$ cat src/rtl/mod4051_reduce_ctrl.sv
`default_nettype none
// ============================================================================
// Module   : mod4051_reduce_ctrl
// Brief    : Reduces a wide operand mod 4051 by streaming 6-bit chunks through
//            a shared chunk-residue LUT bank and accumulating the residues.
//            Optional MOD4051_ZERO_SKIP_EN stops issuing after the top nonzero chunk.
// Revision : 1.0 - initial release
// ============================================================================
module mod4051_reduce_ctrl #(
    parameter int OP_W    = 500,
    parameter int LUT_LAT = 1
) (
    input  logic            clk,
    input  logic            rst_n,
    input  logic            in_valid,
    output logic            in_ready,
    input  logic [OP_W-1:0] in_data,
    output logic            lut_req,
    output logic [6:0]      lut_sel,
    output logic [5:0]      lut_x,
    input  logic [11:0]     lut_z,
    output logic            out_valid,
    input  logic            out_ready,
    output logic [11:0]     out_data
);

    localparam int          N_CHUNKS = (OP_W + 5) / 6;
    localparam int          PAD_W    = N_CHUNKS * 6;
    localparam logic [6:0]  c_LAST   = 7'(N_CHUNKS - 1);
    localparam logic [12:0] c_MOD    = 13'd4051;

    typedef enum logic [1:0] {
        S_IDLE  = 2'd0,
        S_ISSUE = 2'd1,
        S_DRAIN = 2'd2,
        S_DONE  = 2'd3
    } state_t;

    state_t           r_state;
    state_t           w_state_nxt;
    logic [PAD_W-1:0] r_data;
    logic [PAD_W-1:0] w_pad;
    logic [6:0]       r_cnt;
    logic [11:0]      r_acc;
    logic [11:0]      w_acc_nxt;
    logic [12:0]      w_sum;
    logic             w_accept;
    logic             w_issue;
    logic             w_due;
    logic             w_pipe_busy;
    logic             w_last;
    logic             w_skip_all;

    assign w_pad    = PAD_W'(in_data);
    assign w_accept = in_valid && in_ready;
    assign w_issue  = lut_req;

    // Residues are already < 4051, so one conditional subtract keeps acc reduced.
    assign w_sum     = {1'b0, r_acc} + {1'b0, lut_z};
    assign w_acc_nxt = (w_sum >= c_MOD) ? 12'(w_sum - c_MOD) : w_sum[11:0];

`ifdef MOD4051_ZERO_SKIP_EN
    logic [6:0] r_top;
    logic [6:0] w_top;

    always_comb begin
        w_top = '0;
        for (int i = 0; i < N_CHUNKS; i++) begin
            if (w_pad[6*i +: 6] != 6'd0) begin
                w_top = 7'(i);
            end
        end
    end

    always_ff @(posedge clk) begin
        if (!rst_n) begin
            r_top <= '0;
        end else if (w_accept) begin
            r_top <= w_top;
        end
    end

    assign w_last     = (r_cnt == r_top);
    assign w_skip_all = ~|in_data;
`else
    assign w_last     = (r_cnt == c_LAST);
    assign w_skip_all = 1'b0;
`endif

    generate
        if (LUT_LAT == 0) begin : g_lat0
            assign w_due       = w_issue;
            assign w_pipe_busy = 1'b0;
        end else begin : g_pipe
            logic [LUT_LAT-1:0] r_vld;
            logic [LUT_LAT-1:0] w_vld_nxt;

            if (LUT_LAT == 1) begin : g_one
                assign w_vld_nxt = w_issue;
            end else begin : g_multi
                assign w_vld_nxt = {r_vld[LUT_LAT-2:0], w_issue};
            end

            always_ff @(posedge clk) begin
                if (!rst_n) begin
                    r_vld <= '0;
                end else begin
                    r_vld <= w_vld_nxt;
                end
            end

            assign w_due       = r_vld[LUT_LAT-1];
            // Empty after this edge means the response due now is the final one.
            assign w_pipe_busy = |w_vld_nxt;
        end
    endgenerate

    always_comb begin
        w_state_nxt = r_state;
        case (r_state)
            S_IDLE:  if (w_accept) w_state_nxt = w_skip_all ? S_DONE : S_ISSUE;
            S_ISSUE: if (w_last) w_state_nxt = (LUT_LAT > 0) ? S_DRAIN : S_DONE;
            S_DRAIN: if (!w_pipe_busy) w_state_nxt = S_DONE;
            S_DONE:  if (out_ready) w_state_nxt = S_IDLE;
            default: w_state_nxt = S_IDLE;
        endcase
    end

    always_comb begin
        in_ready  = rst_n && (r_state == S_IDLE);
        lut_req   = rst_n && (r_state == S_ISSUE);
        out_valid = rst_n && (r_state == S_DONE);
        lut_sel   = '0;
        lut_x     = '0;
        out_data  = '0;
        if (lut_req) begin
            lut_sel = r_cnt;
            lut_x   = r_data[5:0];
        end
        if (out_valid) begin
            out_data = r_acc;
        end
    end

    always_ff @(posedge clk) begin
        if (!rst_n) begin
            r_state <= S_IDLE;
            r_data  <= '0;
            r_cnt   <= '0;
            r_acc   <= '0;
        end else begin
            r_state <= w_state_nxt;
            if (w_accept) begin
                r_data <= w_pad;
                r_cnt  <= '0;
                r_acc  <= '0;
            end else begin
                if (w_issue) begin
                    r_data <= r_data >> 6;
                    r_cnt  <= r_cnt + 7'd1;
                end
                if (w_due) begin
                    r_acc <= w_acc_nxt;
                end
            end
        end
    end

endmodule
`default_nettype wire

$ cat config.mk
export PLATFORM = sky130hd
export DESIGN_NAME = mod4051_reduce_ctrl
export DESIGN_NICKNAME = d
export VERILOG_FILES = /design/src/rtl/mod4051_reduce_ctrl.sv
export SDC_FILE = /design/constraint.sdc
export NUM_CORES = 1
export LEC_CHECK = 0
export ABC_CLOCK_PERIOD_IN_PS = 4600
export BUFFER_PORTS_ARGS = -buffer_cell sky130_fd_sc_hd__buf_2
export CELL_PAD_IN_SITES_DETAIL_PLACEMENT = 1
export CELL_PAD_IN_SITES_GLOBAL_PLACEMENT = 1
export CORE_AREA = 2 2 234 236
export CTS_BUF_LIST = sky130_fd_sc_hd__clkbuf_2
export DETAILED_ROUTE_END_ITERATION = 7
export DIE_AREA = 0 0 236 238
export GPL_ROUTABILITY_DRIVEN = 0
export PLACE_DENSITY = 0.95
export SETUP_SLACK_MARGIN = 0.4
export SLEW_MARGIN = 20
export SYNTH_ARGS = -nofsm -noshare
export SYNTH_HDL_FRONTEND = slang
export SYNTH_SLANG_ARGS = --single-unit
$ cat constraint.sdc
create_clock -name clk -period 4.6 [get_ports clk]
set_clock_uncertainty 0.15 [all_clocks]
set_input_delay 0.46 -clock clk [delete_from_list [all_inputs] [get_ports clk]]
set_output_delay 0.46 -clock clk [all_outputs]
set_load 0.02 [all_outputs]
==> results.py, run 1 <==
metrics = {
    "synthesis": {
        "synth_top_family_by_area": "compound AO/OA/AOI/OAI gates",
        "syn-num-nets": 3046,
        "synth_area_per_cell_um2": 9.93,
        "synth_edf_count": 0,
        "syn_inst": 2511,
        "synth_xor_area_share_pct": 0.522,
        "synth_top_area_share_pct": 41.9,
        "synthAdderAreaFrac_pct": 0.984,
        "yosysSeqAreaShare_pct": 41.9,
        "netlist_area_um2": 24900,
        "yosysTopAreaCell": "dfxtp_1",
        "synthMuxAreaShare_pct": 20.1,
        "synth-async-reset-ratio_pct": 0,
        "yosysUniqueCellTypes": 59,
        "synth_compound_area_share_pct": 22.2,
        "synth_area_leaders": "dfxtp_1 (42%), mux2i_1 (20%), o211a_1 (20%)",
        "synth_seq_cells": 522,
        "ys_warn_count": 0,
        "synth-simple-area-share_pct": 10.6,
        "ys.flop_type": "dfxtp_1",
    },
    "run_status": {
        "first-error": "[ERROR RSZ-0060] Max buffer count reached.",
        "status": "did not finish",
        "stop_stage": "clock tree synthesis",
    },
    "clock_network": {
        "cts_resized": 0,
        "cts_sinks": 522,
        "holdBufCountCts": 762,
        "cts_root_buffer": "clkbuf_2",
        "htreeDepth": 4,
        "cts_buffers": 142,
        "cts_setup_buffers": 0,
        "clk_path_buf_depth": 3,
    },
    "floorplan": {
        "die_h_um": 238,
        "ioPinCount": 544,
        "rows": 85,
        "die_w_um": 236,
        "initial_core_util_pct": 46.6,
    },
    "place": {
        "port_buffers": 543,
        "hpwl_um": 58500,
        "dp.cells": 3558,
    },
}
cells in the mapped netlist (2+ instances only):
library cell	count
o21ai_0	12
mux2i_1	500
a311oi_1	2
buf_1	34
o21a_1	4
or3_1	2
dfxtp_1	522
nand3_1	9
o21ai_1	2
a211oi_1	6
a21oi_1	22
xor2_1	9
nand3b_1	5
a2111oi_0	2
nor3b_1	10
inv_1	9
xnor2_1	4
ha_1	18
and2_1	6
nor4_1	2
o21bai_1	3
nand4_1	8
a31oi_1	8
and3_1	27
nand2_1	509
a21o_1	4
nor3_1	7
nor2_1	26
nor2b_1	11
o211a_1	494
nor4b_1	3
clkbuf_1	204
per-stage QoR:
step	worst slack [ns]	hold slack, ns	cell area, um^2	utilization (%)
after detailed placement	0.811	0.380	28200	52.6
after global placement	1.05	0.369	28200	52.6
after floorplan	1.39	0.335	24900	-
cell families after synthesis:
family / Yosys count
adders and majority gates: 19
and+or+nand+nor: 632
AOI/OAI and AO/OA: 576
muxes: 500
xor gates and xnor gates: 14
DFF: 522
buffers and inverters: 248
==> inputs of run 2 (changes only) <==
==> config.mk (replaced) <==
export PLATFORM = sky130hd
export DESIGN_NAME = mod4051_reduce_ctrl
export DESIGN_NICKNAME = d
export VERILOG_FILES = /design/src/rtl/mod4051_reduce_ctrl.sv
export SDC_FILE = /design/constraint.sdc
export NUM_CORES = 1
export LEC_CHECK = 0
export ABC_CLOCK_PERIOD_IN_PS = 4600
export BUFFER_PORTS_ARGS = -buffer_cell sky130_fd_sc_hd__buf_2
export CORE_AREA = 2 2 253 255
export DETAILED_ROUTE_END_ITERATION = 7
export DIE_AREA = 0 0 255 257
export GPL_ROUTABILITY_DRIVEN = 0
export PLACE_DENSITY_LB_ADDON = 0.15
export SLEW_MARGIN = 20
export SYNTH_ARGS = -nofsm -noshare
export SYNTH_HDL_FRONTEND = slang
export SYNTH_SLANG_ARGS = --single-unit
==> run 2 against run 1 <==
  * Synthesized cell count unchanged
  * The flow now finishes without violations
  * Area after synthesis unchanged
==> results.py, run 2 <==
metrics = {
    "run_status": {
        "status": "completed",
    },
    "final_layout": {
        "fin_nets": 3934,
        "syn_to_final_growth_pct": 41.2,
        "largest_reg_flops": 500,
        "final_cells": 4318,
        "regMostFlops": "r_data",
        "mostFrequentLayoutCell": "buf_2",
        "final_area_um2": 35200,
        "mostFrequentLayoutCells": "buf_2 (542), dfxtp_1 (522), nand2_1 (508)",
        "fin_util_pct": 56.1,
        "layout-drive-gt1-share_pct": 19.4,
        "top_regs": "r_data: 500 flops, r_acc: 12 flops, r_cnt: 7 flops",
        "fillCellCount": 5378,
    },
    "clock_network": {
        "cts_tree": "built",
        "cts_sinks": 522,
        "htreeDepth": 2,
        "clk_latency_ns": 0.61,
        "cts_root_buffer": "clkbuf_16",
        "clk_path_buf_depth": 3,
        "cts_buffers": 57,
        "clk_pin_slew_worst_paths_ns": 0.06,
    },
    "synthesis": {
        "synth_compound_area_share_pct": 22.2,
        "ys.flop_type": "dfxtp_1",
        "synth_area_leaders": "dfxtp_1 (42%), mux2i_1 (20%), o211a_1 (20%)",
        "synth-async-reset-ratio_pct": 0,
        "ys_warn_count": 0,
        "synth_edf_count": 0,
        "synth-simple-area-share_pct": 10.6,
        "synthAdderAreaFrac_pct": 0.984,
        "synthMuxAreaShare_pct": 20.1,
        "yosys-top-cells-count": "dfxtp_1 (522), nand2_1 (509), mux2i_1 (500)",
        "yosysTopAreaCell": "dfxtp_1",
        "synth_top_family_by_area": "compound AO/OA/AOI/OAI gates",
        "synth_seq_cells": 522,
        "syn-num-nets": 3046,
        "synth_top_area_share_pct": 41.9,
        "syn_inst": 2511,
        "yosys.cell_count.top_type": "dfxtp_1",
        "netlist_area_um2": 24900,
        "yosysUniqueCellTypes": 59,
        "synth_xor_area_share_pct": 0.522,
        "yosysSeqAreaShare_pct": 41.9,
        "synth_area_per_cell_um2": 9.93,
    },
    "grt": {
        "antenna_found_initial": 29,
        "grt_pass1_vias": 22523,
        "grt-ovfl-total": 0,
        "grt_max_degree": 207,
        "grt_pass1_wl_um": 119000,
        "gr-usage-all-layers_pct": 22.4,
    },
    "power": {
        "irDropWorstVdd_mv": 0.476,
        "p_total_mw": 17.6,
        "p_leak_nw": 19.6,
        "power.density_nw_per_um2": 500,
    },
    "floorplan": {
        "die_w_um": 255,
        "core_area_um2": 62700,
        "initial_core_util_pct": 39.7,
        "die_h_um": 257,
        "ioPinCount": 544,
        "rows": 92,
        "dieArea_um2": 65500,
    },
    "sta": {
        "setup_viol": 0,
        "finalHoldViolations": 0,
        "whs_ns": 0.0954,
        "setup-tns-final_ns": 0,
        "grt_setup_unrepaired": "no",
        "max_freq_ghz": 0.287,
        "slew_headroom_pct": 31.4,
        "timing.final.crit_share_pct": 75.8,
        "timing.final.ws_setup_ns": 1.11,
        "tightest_slew_ns": 1.03,
        "slew_violations": 0,
        "period_minus_slack_ns": 3.49,
    },
    "place": {
        "dpl_cell_area_um2": 28200,
        "dp.cells": 3686,
        "pre_cts_slack_ns": 0.979,
        "port_buffers": 543,
        "hpwl_um": 50700,
    },
    "worst_setup_path": {
        "start_kind": "flop",
        "crit_buf_inv": 0,
        "cp-end-kind": "flop",
        "cp_slowest_cell": "a311oi_1",
        "critical_path_arrival_ns": 3.79,
        "cpPeakStageDelay_ns": 0.71,
        "cp_top_family": "compound AO/OA/AOI/OAI gates",
        "cp_max_fo": 6,
        "cpMostUsedCell": "a21oi_1",
        "path_cells": "ha_1 > fa_1 > a21oi_1 > o22a_1 > a2111oi_0 > a311oi_1 > nor3_1 > a21oi_2 > mux2i_1 > a21oi_1",
        "worstPathRequired_ns": 4.90,
        "path_class": "flop to flop",
    },
    "flow_run": {
        "cap_violations": 0,
    },
    "detailed_routing": {
        "drc": 0,
        "wl_per_cell_um": 17.8,
        "via_per_inst": 5.19,
        "firstDrtPassIters": 7,
        "wl_um": 77000,
        "antenna_left": 0,
        "drt_iter0_markers": 1324,
        "via_count": 22418,
    },
    "hold_path": {
        "hold_path.class": "primary input to flop",
    },
}
## run 2: cell type report
class | count | area, um^2 | share of cell area, %
multi-input combinational | 1741 | 13600 | 38.5
tap | 846 | 1060 | 3.01
sequential | 522 | 10500 | 29.7
inverter | 9 | 33.8 | 0.0960
clock buffer | 90 | 1720 | 4.89
clock inverter | 16 | 211 | 0.601
antenna | 26 | 65.1 | 0.185
timing repair buffer | 1068 | 8100 | 23.0
## run 2: worst reg2reg max path: stages (launching register included)
cell	delay, ns
dfxtp_1	0.33
ha_1	0.24
fa_1	0.46
a21oi_1	0.23
o22a_1	0.23
a2111oi_0	0.11
a311oi_1	0.71
nor3_1	0.17
a21oi_2	0.36
mux2i_1	0.28
a21oi_1	0.09
## run 2: cells by family (layout without fill, tap and decap cells)
group                      after synthesis  in the layout
AOI/OAI and AO/OA                      576            576
xor gates and xnor gates                14             14
adders and majority gates               19             19
buffers and inverters                  248           1183
DFF                                    522            522
muxes                                  500            500
other                                    0             26
and+or+nand+nor                        632            632
## run 2: worst paths after layout
| path | start | end | slack (ns) | depth (start not counted) |
|---|---|---|---|---|
| min | rst_n | r_data[481] | 0.1 | 2 |
| max reg2reg | r_acc[0] | r_acc[1] | 1.11 | 10 |
| min reg2reg | r_acc[0] | r_acc[0] | 0.39 | 2 |
| max | r_acc[0] | r_acc[1] | 1.11 | 10 |
## run 2: timing repair
item / 4_1_cts / 5_1_grt
resized for setup: 0 / 0
hold buffers: 500 / 0
buffers inserted: 0 / 0
endpoints found under the hold margin: 500 / 0
## run 2: per-layer routing
metal	up-vias	part of all wire (%)	global-route usage, %
li1	10985	-	-
met1	10668	43	26.9
met2	584	49	39.5
met3	169	5.3	4.56
met4	12	2.8	7.60
met5	-	0.10	0
## run 2: report_power, final
part           total (mW)  leakage (nW)  internal [mW]  switching (mW)
Clock                4.71         0.947           2.79            1.92
Combinational        6.63          14.4           3.26            3.36
Sequential           6.27          4.29           5.60           0.670
Total                17.6          19.6           11.7            5.95
Power figures use the tool's default switching activity.
==> inputs of run 3 (changes only) <==
--- a/config.mk
+++ b/config.mk
@@ -5,7 +5,7 @@
 export SDC_FILE = /design/constraint.sdc
 export NUM_CORES = 1
 export LEC_CHECK = 0
-export ABC_CLOCK_PERIOD_IN_PS = 4600
+export ABC_CLOCK_PERIOD_IN_PS = 3400
 export BUFFER_PORTS_ARGS = -buffer_cell sky130_fd_sc_hd__buf_2
 export CORE_AREA = 2 2 253 255
 export DETAILED_ROUTE_END_ITERATION = 7
==> constraint.sdc (replaced) <==
create_clock -name clk -period 3.4 [get_ports clk]
set_clock_uncertainty 0.15 [all_clocks]
set_input_delay 0.34 -clock clk [delete_from_list [all_inputs] [get_ports clk]]
set_output_delay 0.34 -clock clk [all_outputs]
set_load 0.02 [all_outputs]
==> run 3 against run 2 <==
  * Global-route usage rose by 0.35 points
  * Combinational power up 40%
  * Non-clock buffer count up 48
  * Flip-flop and latch count stayed put
  * Register-to-register slack worse by 0.99 ns
  * Setup slack got worse by 0.99 ns
  * Hold slack gained 0.076 ns
  * Wire length rose by 0.55%
  * Critical path depth rose by 1
  * Final area rose by 1.5%
  * Sequential power up 35%
  * Power grew 37%
  * Critical path type unchanged
==> results.py, run 3 (synthesis gave the netlist of run 2 again) <==
metrics = {
    "run_status": {
        "status": "completed",
    },
    "floorplan": {
        "ioPinCount": 544,
        "dieArea_um2": 65500,
        "initial_core_util_pct": 39.7,
        "core_area_um2": 62700,
        "die_h_um": 257,
        "die_w_um": 255,
        "rows": 92,
    },
    "sta": {
        "max_freq_ghz": 0.305,
        "slew_headroom_pct": 29.3,
        "whs_ns": 0.172,
        "setup_viol": 0,
        "finalHoldViolations": 0,
        "timing.final.ws_setup_ns": 0.123,
        "slew_violations": 0,
        "period_minus_slack_ns": 3.28,
        "timing.final.crit_share_pct": 96.4,
        "tightest_slew_ns": 1.06,
        "setup-tns-final_ns": 0,
    },
    "detailed_routing": {
        "wl_met2_um": 37900,
        "dr.max_layer_used": "met5",
        "wl_um": 77500,
        "wl_per_cell_um": 17.7,
        "via_count": 22551,
        "wl_met1_um": 32900,
        "firstDrtPassIters": 6,
        "antenna_left": 0,
        "drc": 0,
        "drt_iter0_markers": 1594,
        "routed-wl-met3_um": 4240,
        "via_per_inst": 5.16,
    },
    "worst_setup_path": {
        "path_class": "flop to flop",
        "cp_max_fo": 8,
        "cp-endpoint": "r_acc[1]",
        "worstPathRequired_ns": 3.69,
        "reg2reg_slack_ns": 0.12,
        "critical_path_arrival_ns": 3.57,
        "r2r-start": "r_acc[0]",
        "cp-end-kind": "flop",
        "r2r_cells": 11,
        "worstReg2RegEnd": "r_acc[1]",
        "crit_start": "r_acc[0]",
        "start_kind": "flop",
    },
    "final_layout": {
        "mostFrequentLayoutCell": "buf_2",
        "fin_nets": 3981,
        "largest_reg_flops": 500,
        "top_regs": "r_data: 500 flops, r_acc: 12 flops, r_cnt: 7 flops",
        "layout-drive-gt1-share_pct": 19.8,
        "mostFrequentLayoutCells": "buf_2 (542), dlygate4sd3_1 (531), dfxtp_1 (522)",
        "syn_to_final_growth_pct": 43.3,
        "regMostFlops": "r_data",
        "final_cells": 4367,
    },
    "place": {
        "port_buffers": 543,
        "pre_cts_slack_ns": -0.0449,
        "dp.cells": 3702,
        "hpwl_um": 51500,
    },
    "grt": {
        "grt_pass1_wl_um": 121000,
        "grt_pass1_vias": 22880,
        "grt_max_degree": 216,
        "gr-usage-all-layers_pct": 22.8,
        "grt-ovfl-total": 0,
        "antenna_found_initial": 35,
    },
    "hold_path": {
        "hold_path.class": "primary input to flop",
    },
    "power": {
        "irDropWorstVdd_mv": 0.512,
        "power.density_nw_per_um2": 673,
        "p_leak_nw": 19.9,
    },
    "clock_network": {
        "cts_root_buffer": "clkbuf_16",
        "cts_buffers": 56,
        "htreeDepth": 2,
        "clk_latency_ns": 0.61,
        "clk_pin_slew_worst_paths_ns": 0.06,
        "cts_tree": "built",
        "clk_path_buf_depth": 3,
        "cts_sinks": 522,
    },
    "flow_run": {
        "cap_violations": 0,
    },
}
-- run 3: changes by cell type in the layout (fill, tap and decap cells not counted), sizes merged --
cell / before / now
dlygate4sd3: 500 / 531
buf: 568 / 585
clkbuf: 90 / 83
clkinv: 7 / 13
diode: 26 / 31
clkinvlp: 2 / 0
inv: 12 / 11
-- run 3: worst min-delay path by stage --
stage | from | to | slack, ns | cells after the start
3_5_place_dp | r_acc[0] | r_acc[0] | 0.38 | 2
6_report | out_ready | r_state[0] | 0.17 | 4
2_1_floorplan | r_cnt[6] | r_cnt[6] | 0.33 | 2
3_3_place_gp | r_cnt[6] | r_cnt[6] | 0.37 | 2
5_1_grt | out_ready | r_state[0] | 0.18 | 4
4_1_cts | lut_z[0] | r_acc[0] | 0.13 | 4
-- run 3: per-layer routing --
layer,GRT usage (%),vias to the layer above
met5,0,-
met4,7.91,10
met3,4.81,179
met2,39.5,585
met1,27.7,10687
li1,-,11090
-- run 3: layout make-up --
type / count / area [um^2]
Timing Repair Buffer: 1116 / 8600
Sequential cell: 522 / 10500
Antenna cell: 31 / 77.6
Inverter: 9 / 33.8
Tap cell: 846 / 1060
Fill cell: 5353 / 27000
Clock inverter: 19 / 214
Multi-Input combinational cell: 1741 / 13600
Clock buffer: 83 / 1680
-- run 3: power breakdown --
group          internal (mW)  switching (mW)  total, mW
Combinational           4.65            4.61       9.26
Sequential              7.58           0.910       8.49
Clock                   3.72            2.57       6.29
-- run 3: through the flow --
| step | utilization [%] | instance area [um^2] | power, mW |
|---|---|---|---|
| finish | 57.0 | 35700 | 24.0 |
| global route | 57.0 | 35700 | 25.5 |
| CTS | 56.7 | 35600 | 24.1 |
| detailed placement | 45.2 | 28400 | 17.1 |
| global placement | 45.2 | 28400 | 16.9 |
| floorplan | - | 24900 | 15.2 |
-- run 3: critical path: stages, from the launching register on --
cell and delay [ns]:
dfxtp_1 0.33, ha_1 0.24, fa_2 0.43, xor2_4 0.24
a211oi_1 0.40, a2111oi_4 0.15, a311oi_2 0.42, nor3b_4 0.09
a21oi_2 0.24, buf_4 0.17, mux2i_1 0.17, a21oi_1 0.08
-- run 3: timing repair --
| item | 4_1_cts | 5_1_grt |
|---|---|---|
| resized for setup | 0 | 8 |
| setup endpoints to repair | 0 | 8 |
| hold buffers | 531 | 0 |
| hold endpoints to repair | 501 | 0 |
| buffers inserted | 0 | 1 |
